<file path="config.mk">
export PLATFORM = sky130hd
export DESIGN_NAME = calc_display_scan
export DESIGN_NICKNAME = d
export VERILOG_FILES = /design/src/rtl/calc_pkg.sv /design/src/rtl/calc_display_scan_seg7_decode.sv /design/src/rtl/calc_display_scan.sv
export SDC_FILE = /design/constraint.sdc
export NUM_CORES = 1
export LEC_CHECK = 0
export CAP_MARGIN = 20
export CELL_PAD_IN_SITES_DETAIL_PLACEMENT = 1
export CELL_PAD_IN_SITES_GLOBAL_PLACEMENT = 1
export CORE_ASPECT_RATIO = 0.8
export CORE_MARGIN = 1
export CORE_UTILIZATION = 45
export DETAILED_ROUTE_END_ITERATION = 8
export PLACE_DENSITY = 0.89
export SYNTH_ARGS = -nofsm -noshare
export SYNTH_HDL_FRONTEND = slang
export SYNTH_SLANG_ARGS = --single-unit
</file>
<file path="constraint.sdc">
create_clock -name clk -period 4.1 [get_ports clk]
set_input_delay 0.41 -clock clk [delete_from_list [all_inputs] [get_ports clk]]
set_output_delay 0.41 -clock clk [all_outputs]
set_load 0.005 [all_outputs]
</file>
<file path="src/rtl/calc_pkg.sv">
// Shared types and constants for the calculator display path: scan FSM states,
// special digit codes and the active-low segment patterns used by the decoder.
package calc_pkg;

    typedef enum logic {
        GAP,
        SHOW
    } scan_state_t;

    localparam logic [3:0] CODE_MINUS = 4'hA;
    localparam logic [3:0] CODE_E     = 4'hB;
    localparam logic [3:0] CODE_R     = 4'hC;
    localparam logic [3:0] CODE_O     = 4'hD;
    localparam logic [3:0] CODE_BLANK = 4'hF;

    localparam logic [6:0] SEG_BLANK  = 7'h7F;
    localparam logic [6:0] SEG_MINUS  = 7'h3F;

    // 0xE and 0xF both render dark.
    function automatic logic code_is_blank(input logic [3:0] code);
        return (code == 4'hE) || (code == CODE_BLANK);
    endfunction

endpackage

</file>
<file path="src/rtl/calc_display_scan_seg7_decode.sv">
// Combinational digit-code to active-low {g,f,e,d,c,b,a} pattern, with a
// blank override used by leading-zero blanking.
module seg7_decode
    import calc_pkg::*;
(
    input  logic [3:0] code,
    input  logic       blank,
    output logic [6:0] seg
);

    always_comb begin
        seg = SEG_BLANK;
        if (!blank) begin
            case (code)
                4'h0:       seg = 7'h40;
                4'h1:       seg = 7'h79;
                4'h2:       seg = 7'h24;
                4'h3:       seg = 7'h30;
                4'h4:       seg = 7'h19;
                4'h5:       seg = 7'h12;
                4'h6:       seg = 7'h02;
                4'h7:       seg = 7'h78;
                4'h8:       seg = 7'h00;
                4'h9:       seg = 7'h10;
                CODE_MINUS: seg = SEG_MINUS;
                CODE_E:     seg = 7'h06;
                CODE_R:     seg = 7'h2F;
                CODE_O:     seg = 7'h23;
                default:    seg = SEG_BLANK;
            endcase
        end
    end

endmodule

</file>
<file path="src/rtl/calc_display_scan.sv">
// Digit store plus time-multiplexed scan of a common-anode 7-segment bank.
// Optional leading-zero blanking is enabled by defining DISPLAY_LZB_EN.
module calc_display_scan
    import calc_pkg::*;
#(
    parameter int NUM_DIGITS  = 8,
    parameter int REFRESH_DIV = 50000,
    parameter int GAP_CYCLES  = 2
) (
    input  logic                  clk,
    input  logic                  rst,
    input  logic [3:0]            display_val,
    input  logic [2:0]            display_idx,
    input  logic                  display_wr,
    input  logic                  display_clr,
    output logic [NUM_DIGITS-1:0] an,
    output logic [6:0]            seg,
    output logic                  dp
);

    localparam int PTR_W   = (NUM_DIGITS > 1) ? $clog2(NUM_DIGITS) : 1;
    localparam int CNT_MAX = (REFRESH_DIV > GAP_CYCLES) ? REFRESH_DIV : GAP_CYCLES;
    localparam int CNT_W   = $clog2(CNT_MAX + 1);

    localparam logic [CNT_W-1:0] SHOW_LAST = CNT_W'(REFRESH_DIV - 1);
    localparam logic [CNT_W-1:0] GAP_LAST  = CNT_W'((GAP_CYCLES > 0) ? GAP_CYCLES - 1 : 0);
    localparam logic [PTR_W-1:0] PTR_LAST  = PTR_W'(NUM_DIGITS - 1);

    scan_state_t           state_q, state_d;
    logic [CNT_W-1:0]      cnt_q, cnt_d;
    logic [PTR_W-1:0]      ptr_q, ptr_d;
    logic [3:0]            mem_q [NUM_DIGITS];
    logic [3:0]            mem_d [NUM_DIGITS];
    logic [NUM_DIGITS-1:0] an_q, an_d;
    logic [6:0]            seg_q, seg_d;
    logic                  lz_blank;
    logic [6:0]            dec_seg;

    // Clear takes effect before a same-cycle write, so the write survives.
    always_comb begin
        mem_d = mem_q;
        if (display_clr) begin
            for (int i = 0; i < NUM_DIGITS; i++) begin
                mem_d[i] = CODE_BLANK;
            end
        end
        if (display_wr && (int'(display_idx) < NUM_DIGITS)) begin
            mem_d[display_idx[PTR_W-1:0]] = display_val;
        end
    end

    always_comb begin
        state_d = state_q;
        cnt_d   = cnt_q + 1'b1;
        ptr_d   = ptr_q;
        case (state_q)
            GAP: begin
                if ((GAP_CYCLES == 0) || (cnt_q == GAP_LAST)) begin
                    state_d = SHOW;
                    cnt_d   = '0;
                end
            end
            SHOW: begin
                if (cnt_q == SHOW_LAST) begin
                    ptr_d   = (ptr_q == PTR_LAST) ? '0 : ptr_q + 1'b1;
                    cnt_d   = '0;
                    state_d = (GAP_CYCLES == 0) ? SHOW : GAP;
                end
            end
            default: begin
                state_d = GAP;
                cnt_d   = '0;
            end
        endcase
    end

`ifdef DISPLAY_LZB_EN
    // A zero is blanked only when every more-significant digit is zero or dark.
    always_comb begin
        lz_blank = 1'b0;
        if ((ptr_d != '0) && (mem_q[ptr_d] == 4'h0)) begin
            lz_blank = 1'b1;
            for (int i = 0; i < NUM_DIGITS; i++) begin
                if ((i > int'(ptr_d)) && (mem_q[i] != 4'h0) && !code_is_blank(mem_q[i])) begin
                    lz_blank = 1'b0;
                end
            end
        end
    end
`else
    assign lz_blank = 1'b0;
`endif

    seg7_decode u_decode (
        .code  (mem_q[ptr_d]),
        .blank (lz_blank),
        .seg   (dec_seg)
    );

    // Anode and segments are both derived from the next state so they move together.
    always_comb begin
        an_d  = '1;
        seg_d = SEG_BLANK;
        if (state_d == SHOW) begin
            an_d[ptr_d] = 1'b0;
            seg_d       = dec_seg;
        end
    end

    always_ff @(posedge clk or negedge rst) begin
        if (!rst) begin
            state_q <= GAP;
            cnt_q   <= '0;
            ptr_q   <= '0;
            an_q    <= '1;
            seg_q   <= SEG_BLANK;
            for (int i = 0; i < NUM_DIGITS; i++) begin
                mem_q[i] <= CODE_BLANK;
            end
        end else begin
            state_q <= state_d;
            cnt_q   <= cnt_d;
            ptr_q   <= ptr_d;
            an_q    <= an_d;
            seg_q   <= seg_d;
            for (int i = 0; i < NUM_DIGITS; i++) begin
                mem_q[i] <= mem_d[i];
            end
        end
    end

    assign an  = an_q;
    assign seg = seg_q;
    assign dp  = 1'b1;

endmodule

</file>
After elaboration in Yosys (flattened, before gate mapping)
Memory sizes are Yosys's and may differ from the RTL's.
Cells that the tools add are included.
{"block": "word_totals", "ff_bits": 67, "rom_bits": 112, "input_bits": 11, "out_inout_bits": 16, "elab_cells": 51, "mem_count": 1}
{"block": "classes", "addsub": 2, "magnitude_cmp": 5, "eq_ne": 3, "muxes": 21, "bitwise_logic": 4, "n_reduce_logical": 2}
{"memory": "(name not given)", "words": 16, "word_bits": 7, "read_ports": 1, "rd_clocked_by_memory_dff": 0, "write_ports": 0, "line_no": "calc_display_scan_seg7_decode.sv:14", "source": "case (code)"}
{"cell": "two-way mux 32 bit", "n": 2}
{"cell": "bitwise mux 32 bit", "n": 1}
{"cell": "two-way mux 16 bit", "n": 2}
{"cell": "case mux 16 bit (2 select lines)", "n": 1}
{"cell": "adder 16 x 1 -> 16 bit (second input constant)", "n": 1}
{"cell": "== test 16 x 1 -> 1 bit (second input constant)", "n": 1}
{"cell": "== test 16 bit (second input constant)", "n": 1}
{"cell": "binary-select mux 4 bit (select 3 bit)", "n": 1}
{"cell": "demux 4 bit (select 3 bit)", "n": 1}
{"cell": "two-way mux 4 bit", "n": 3}
{"cell": "two-way mux 3 bit", "n": 3}
{"cell": ">= comparator 4 bit (second input constant)", "n": 2}
{"cell": "two-way mux 8 bit", "n": 1}
{"cell": "NOT 3 -> 4 bit", "n": 2}
{"cell": "NOT 8 bit", "n": 1}
{"cell": "two-way mux 7 bit", "n": 1}
{"cell": "less-than comparator 3 x 4 -> 1 bit (second input constant)", "n": 1}
{"cell": "less-than comparator 4 x 1 -> 1 bit (second input constant)", "n": 1}
{"cell": "adder 3 x 1 -> 3 bit (second input constant)", "n": 1}
{"cell": "demux 1 bit (select 3 bit)", "n": 1}
{"cell": "== test 3 bit (second input constant)", "n": 1}
{"cell": ">= comparator 3 x 1 -> 1 bit (second input constant)", "n": 1}
{"cell": "two-way mux 1 bit", "n": 3}
{"cell": "logical AND 1 bit", "n": 2}
{"cell": "other kinds (2)", "n": 2}

Depth between registers and ports, before layout
{"block": "depth", "depth_word": 10, "mapped_depth": 14, "mapped_depth_nobuf": 13}

Hierarchy
From an unflattened synthesis, not the netlist that was laid out.
{"block": "unflattened", "cells_unflattened": 404, "area_unflattened_um2": 3676.0}
{"module": "calc_display_scan", "instances": 1, "cells_per_inst": 368, "area_per_inst_um2": 3384.5, "seq_area_each_um2": 1735.4}
{"module": "seg7_decode", "instances": 1, "cells_per_inst": 36, "area_per_inst_um2": 291.5, "seq_area_each_um2": 0.0}

Worst setup path before layout
No wires, ideal clock.
{"block": "synth_path", "path_kind": "reg-to-reg", "start": "reg cnt_q[4]", "end": "reg seg_q[4] (netlist: seg[4])", "setup_time_ns": 0.092, "arrival_time_ns": 3.371, "required_ns": 4.008, "setup_slack_ns": 0.637, "stages_incl_launch_ff": 12, "path_buffers": 1, "period_less_slack_ns": 3.463, "path_cell_list": "dfrtp_1 > or4b_4 > nor4_4 > mux2i_1 > buf_6 > mux2_2 > nor2_1 > or4_4 > ha_1 > a21boi_0 > a2111oi_2 > a311oi_2"}
{"block": "synth_via", "elab_chain_len": 9, "elab_cells_between_ends": 13, "cone_classes": "2 x eq/ne; 9 x mux; 1 x bitwise; 1 x memory"}
{"element": "from (decl)", "line_no": "calc_display_scan.sv:30", "source": "logic [CNT_W-1:0] cnt_q, cnt_d;"}
{"element": "from (signal assigned)", "line_no": "calc_display_scan.sv:122", "source": "cnt_q <= cnt_d;"}
{"element": "== test 16 bit", "line_no": "calc_display_scan.sv:64", "source": "if (cnt_q == SHOW_LAST) begin"}
{"element": "two-way mux 3 bit", "line_no": "calc_display_scan.sv:64"}
{"element": "two-way mux 3 bit", "line_no": "calc_display_scan.sv:56", "source": "case (state_q)"}
{"element": "NOT 3 -> 4 bit (not written as such)", "line_no": "calc_display_scan.sv:95", "source": ".code (mem_q[ptr_d]),"}
{"element": "binary-select mux 4 bit (select 3 bit)", "line_no": "calc_display_scan.sv:95"}
{"element": "two-way mux 4 bit (not written as such) (2 in series)", "line_no": "calc_display_scan.sv:95"}
{"element": "memory read (16 x 7 bit)"}
{"element": "two-way mux 7 bit *", "line_no": "calc_display_scan.sv:104", "source": "if (state_d == SHOW) begin"}
{"element": "named net seg_d[4]", "line_no": "calc_display_scan.sv:35", "source": "logic [6:0] seg_q, seg_d;"}
{"element": "to (signal assigned)", "line_no": "calc_display_scan.sv:125", "source": "seg_q <= seg_d;"}
{"element": "to (decl)", "line_no": "calc_display_scan.sv:35"}
The timed path passes the listed nets; every way through them passes the cells marked *. The select of a mux whose other input is x is not followed.

Final worst setup path
Ends and elaborated chain as after synthesis.

==> impl_metrics.csv <==
group,metric,value,unit
run_status,status,"finished clean",
sta,worst_pin_slew,0.9414,ns
drt,post_drt_via_cell_ratio,5.584,
global_routing,antenna_found_initial,0,
drt,routed_wl,9910,µm
sta,rsz0062_at_grt,"no",
placement,io_buffers,25,
drt,dr_wl_met3,344,µm
clock_network,cts-buffers-inserted,9,
synthesis,synth_area_leader_cell,"dfstp_2",
synthesis,yosysMostFrequentCell,"nor2_1",
sta,period_minus_slack,3.871,ns
global_routing,grt_overflow,0,
synthesis,syn_area_per_cell,9.229,µm²
sta,final-hold-violation-count,0,
floorplanning,dieHeight,83.42,µm
clock_network,clkTransAtPathRegs,0.08,ns
flow_run,drv_cap,0,
drt,drt_iter0_drc,215,
placement,dp_hpwl,7183,µm
drt,routed.top_layer,"met4",
drt,wl_met2,4898,µm
sta,fin_crit_sh,94.42,%
layout,syn_to_final_growth,14.23,%
synthesis,synth_area,3729,µm²
synthesis,yosys.area.top_type_share,33.12,%
drt,vias,3004,
synthesis,syn_nets,426,
pwr,finalPower,0.001402,W
worst_setup_path,crit_type,"register to register",
floorplanning,io_pins,27,
floorplanning,core,7983,µm²
worst_setup_path,ff2ff_path_depth,10,
synthesis,synth_seq_cells,67,
floorplanning,die_x,103.8,µm
pwr,powerDensity,329.2,nW/µm²
worst_setup_path,critPathRequiredTime,4.36,ns
pwr,p_leak,1.769,nW
floorplanning,die_area,8656,µm²
synthesis,synthTopCellsByArea,"dfstp_2, dfrtp_1, nor2_1",
synthesis,synth_edf_count,0,
sta,finalClockSkew,0.01338,ns
synthesis,ys_types,51,
drt,drt-met1-wl,4542,µm
global_routing,grt_pass1_wl,16880,µm
sta,slew_violations,0,
sta,fmax,258.3,MHz
synthesis,synthArstFlopShare,100.0,%
clock_network,cts_max_level,3,
floorplanning,placementRows,29,
drt,drc_errors,0,
sta,setup_viol,0,
pwr,vdd_drop_max,0.0002751,V
drt,drtAntennaViolNets,0,
clock_network,cts_hold_buffers,0,
worst_setup_path,critPathArrivalTime,4.13,ns
synthesis,netlist_instances,404,
clock_network,post-cts-setup-buffers,0,
worst_setup_path,startpoint_type,"register",
drt,wl_per_cell,18.42,µm
synthesis,synth_flop_cell,"dfstp_2",
placement,gp_congestion,0.8832,
sta,relSlewSlack,37.10,%
clock_network,cts.path.max_buffers,2,
drt,firstDrtPassIters,4,
clock_network,cts.sinks,67,
synthesis,synth_common_cells,"nor2_1, nand2_1, dfstp_2, a21oi_1, o21ai_0",
floorplanning,start_util,46.71,%
layout,nets,447,
worst_setup_path,crit_path_end_kind,"register",
synthesis,synth_warnings,0,
synthesis,synth_seq_area_share,46.54,%
global_routing,first_global_vias,3191,
global_routing,grt_max_degree,35,
hold_path,hp-class,"input pin to asynchronous set/reset pin",
layout,num_antenna_cells,0,
worst_setup_path,critPathMaxFanout,30,
layout,drive_gt1_share,20.00,%
clock_network,clkLatencyLatePin,0.35,ns
clock_network,ctsResizeCount,0,
sta,setup_tns,0,ns
clock_network,cts_tree,"done",
clock_network,cts_root_buf,"clkbuf_8",
global_routing,grt_util_all_layers,24.86,%
## kinds of logic after synthesis
kind of cell,synth area share (%)
compound gates,11.81
fa+ha+maj,3.691
other cells,0.1006
buf+inv,4.027
simple gates,24.30
flops,46.54
xor+xnor,3.289
mux,6.242
## metal layers
metal / GRT usage (%) / vias to the layer above
met3: 6.358 / 11
met1: 32.63 / 1491
li1: - / 1438
met4: 6.234 / 0
met5: 0 / -
met2: 41.18 / 64
## where the power goes
| part | internal (W) | total (W) | switching [W] |
|---|---|---|---|
| logic | 0.0000535 | 0.000125 | 0.0000714 |
| clock network | 0.000314 | 0.000561 | 0.000247 |
| registers | 0.000701 | 0.000716 | 0.0000150 |
| total | 0.00107 | 0.00140 | 0.000333 |
## state kept, by name, summed over array words and instances, names as in the netlist
| signal | cells |
|---|---|
| an | 8 |
| cnt_q | 16 |
| mem_q | 32 |
| ptr_q | 3 |
| seg | 7 |
| state_q | 1 |
## per-stage QoR
stage               hold WS, ns  setup WS (ns)  std cells  area, µm²  util [%]
floorplan                0.1144         0.6368        404       3729         -
global placement         0.4672         0.4848        521       4034     50.53
detailed placement       0.4924         0.2371        521       4034     50.53
CTS                      0.1541         0.2271        537       4232     53.01
global route             0.1827       0.004206        538       4259     53.35
finish                   0.1368         0.2286        538       4259     53.35
## critical path: stages (launching register included)
cell and delay (ns):
dfrtp_1 0.45, or4b_4 0.57, nor4_4 0.28, buf_4 0.37, mux2i_1 0.41, nor2_1 0.12, or4_4 0.58, ha_1 0.31
a21boi_0 0.14, a2111oi_2 0.43, a311oi_2 0.10
## path summary, 6_finish.rpt
check	from	endpoint	slack [ns]
setup / recovery	cnt_q[4]	seg[4]	0.23
hold / removal	rst	cnt_q[10]	0.14
setup reg to reg	cnt_q[4]	seg[4]	0.23
hold reg to reg	cnt_q[0]	cnt_q[0]	0.50
max in group asynchronous	rst	mem_q[9]	3.01
min in group clk	cnt_q[0]	cnt_q[0]	0.50
## cell type report
class                           count  area [µm²]
Sequential cell                    67        1735
Fill cell                         956        3724
Multi-Input combinational cell    306        1843
Inverter                           10       37.54
Timing Repair Buffer               31       310.3
Clock buffer                       14       162.7
Tap cell                          108       135.1
Clock inverter                      2       35.03
## layout by cell type, fill, tap and decap left out, types with 2 or more instances in the layout
cell	Yosys	final
inv_1	9	9
or4_1	3	3
nand4_1	3	3
nand2b_1	4	4
buf_4	3	5
a31oi_1	5	5
o21ai_0	21	21
o21ai_1	2	2
or3_1	2	2
mux2_2	9	9
xor2_1	8	8
dfstp_2	47	47
nand2_1	51	51
dfrtp_1	20	20
nor3_1	5	5
nand4b_1	3	3
o211ai_1	2	2
nor4bb_1	4	4
clkbuf_8	0	11
nor2b_1	2	2
xnor2_1	6	6
clkdlybuf4s50_1	0	24
and3_1	6	6
nor3b_1	2	2
o32a_1	4	4
a311oi_1	4	4
nand3_1	16	16
clkbuf_1	10	3
mux2i_1	12	12
nor2_1	80	80
ha_1	11	11
a21oi_1	21	21
and2_1	3	3
Note: power is estimated with default switching activity, not from simulation.
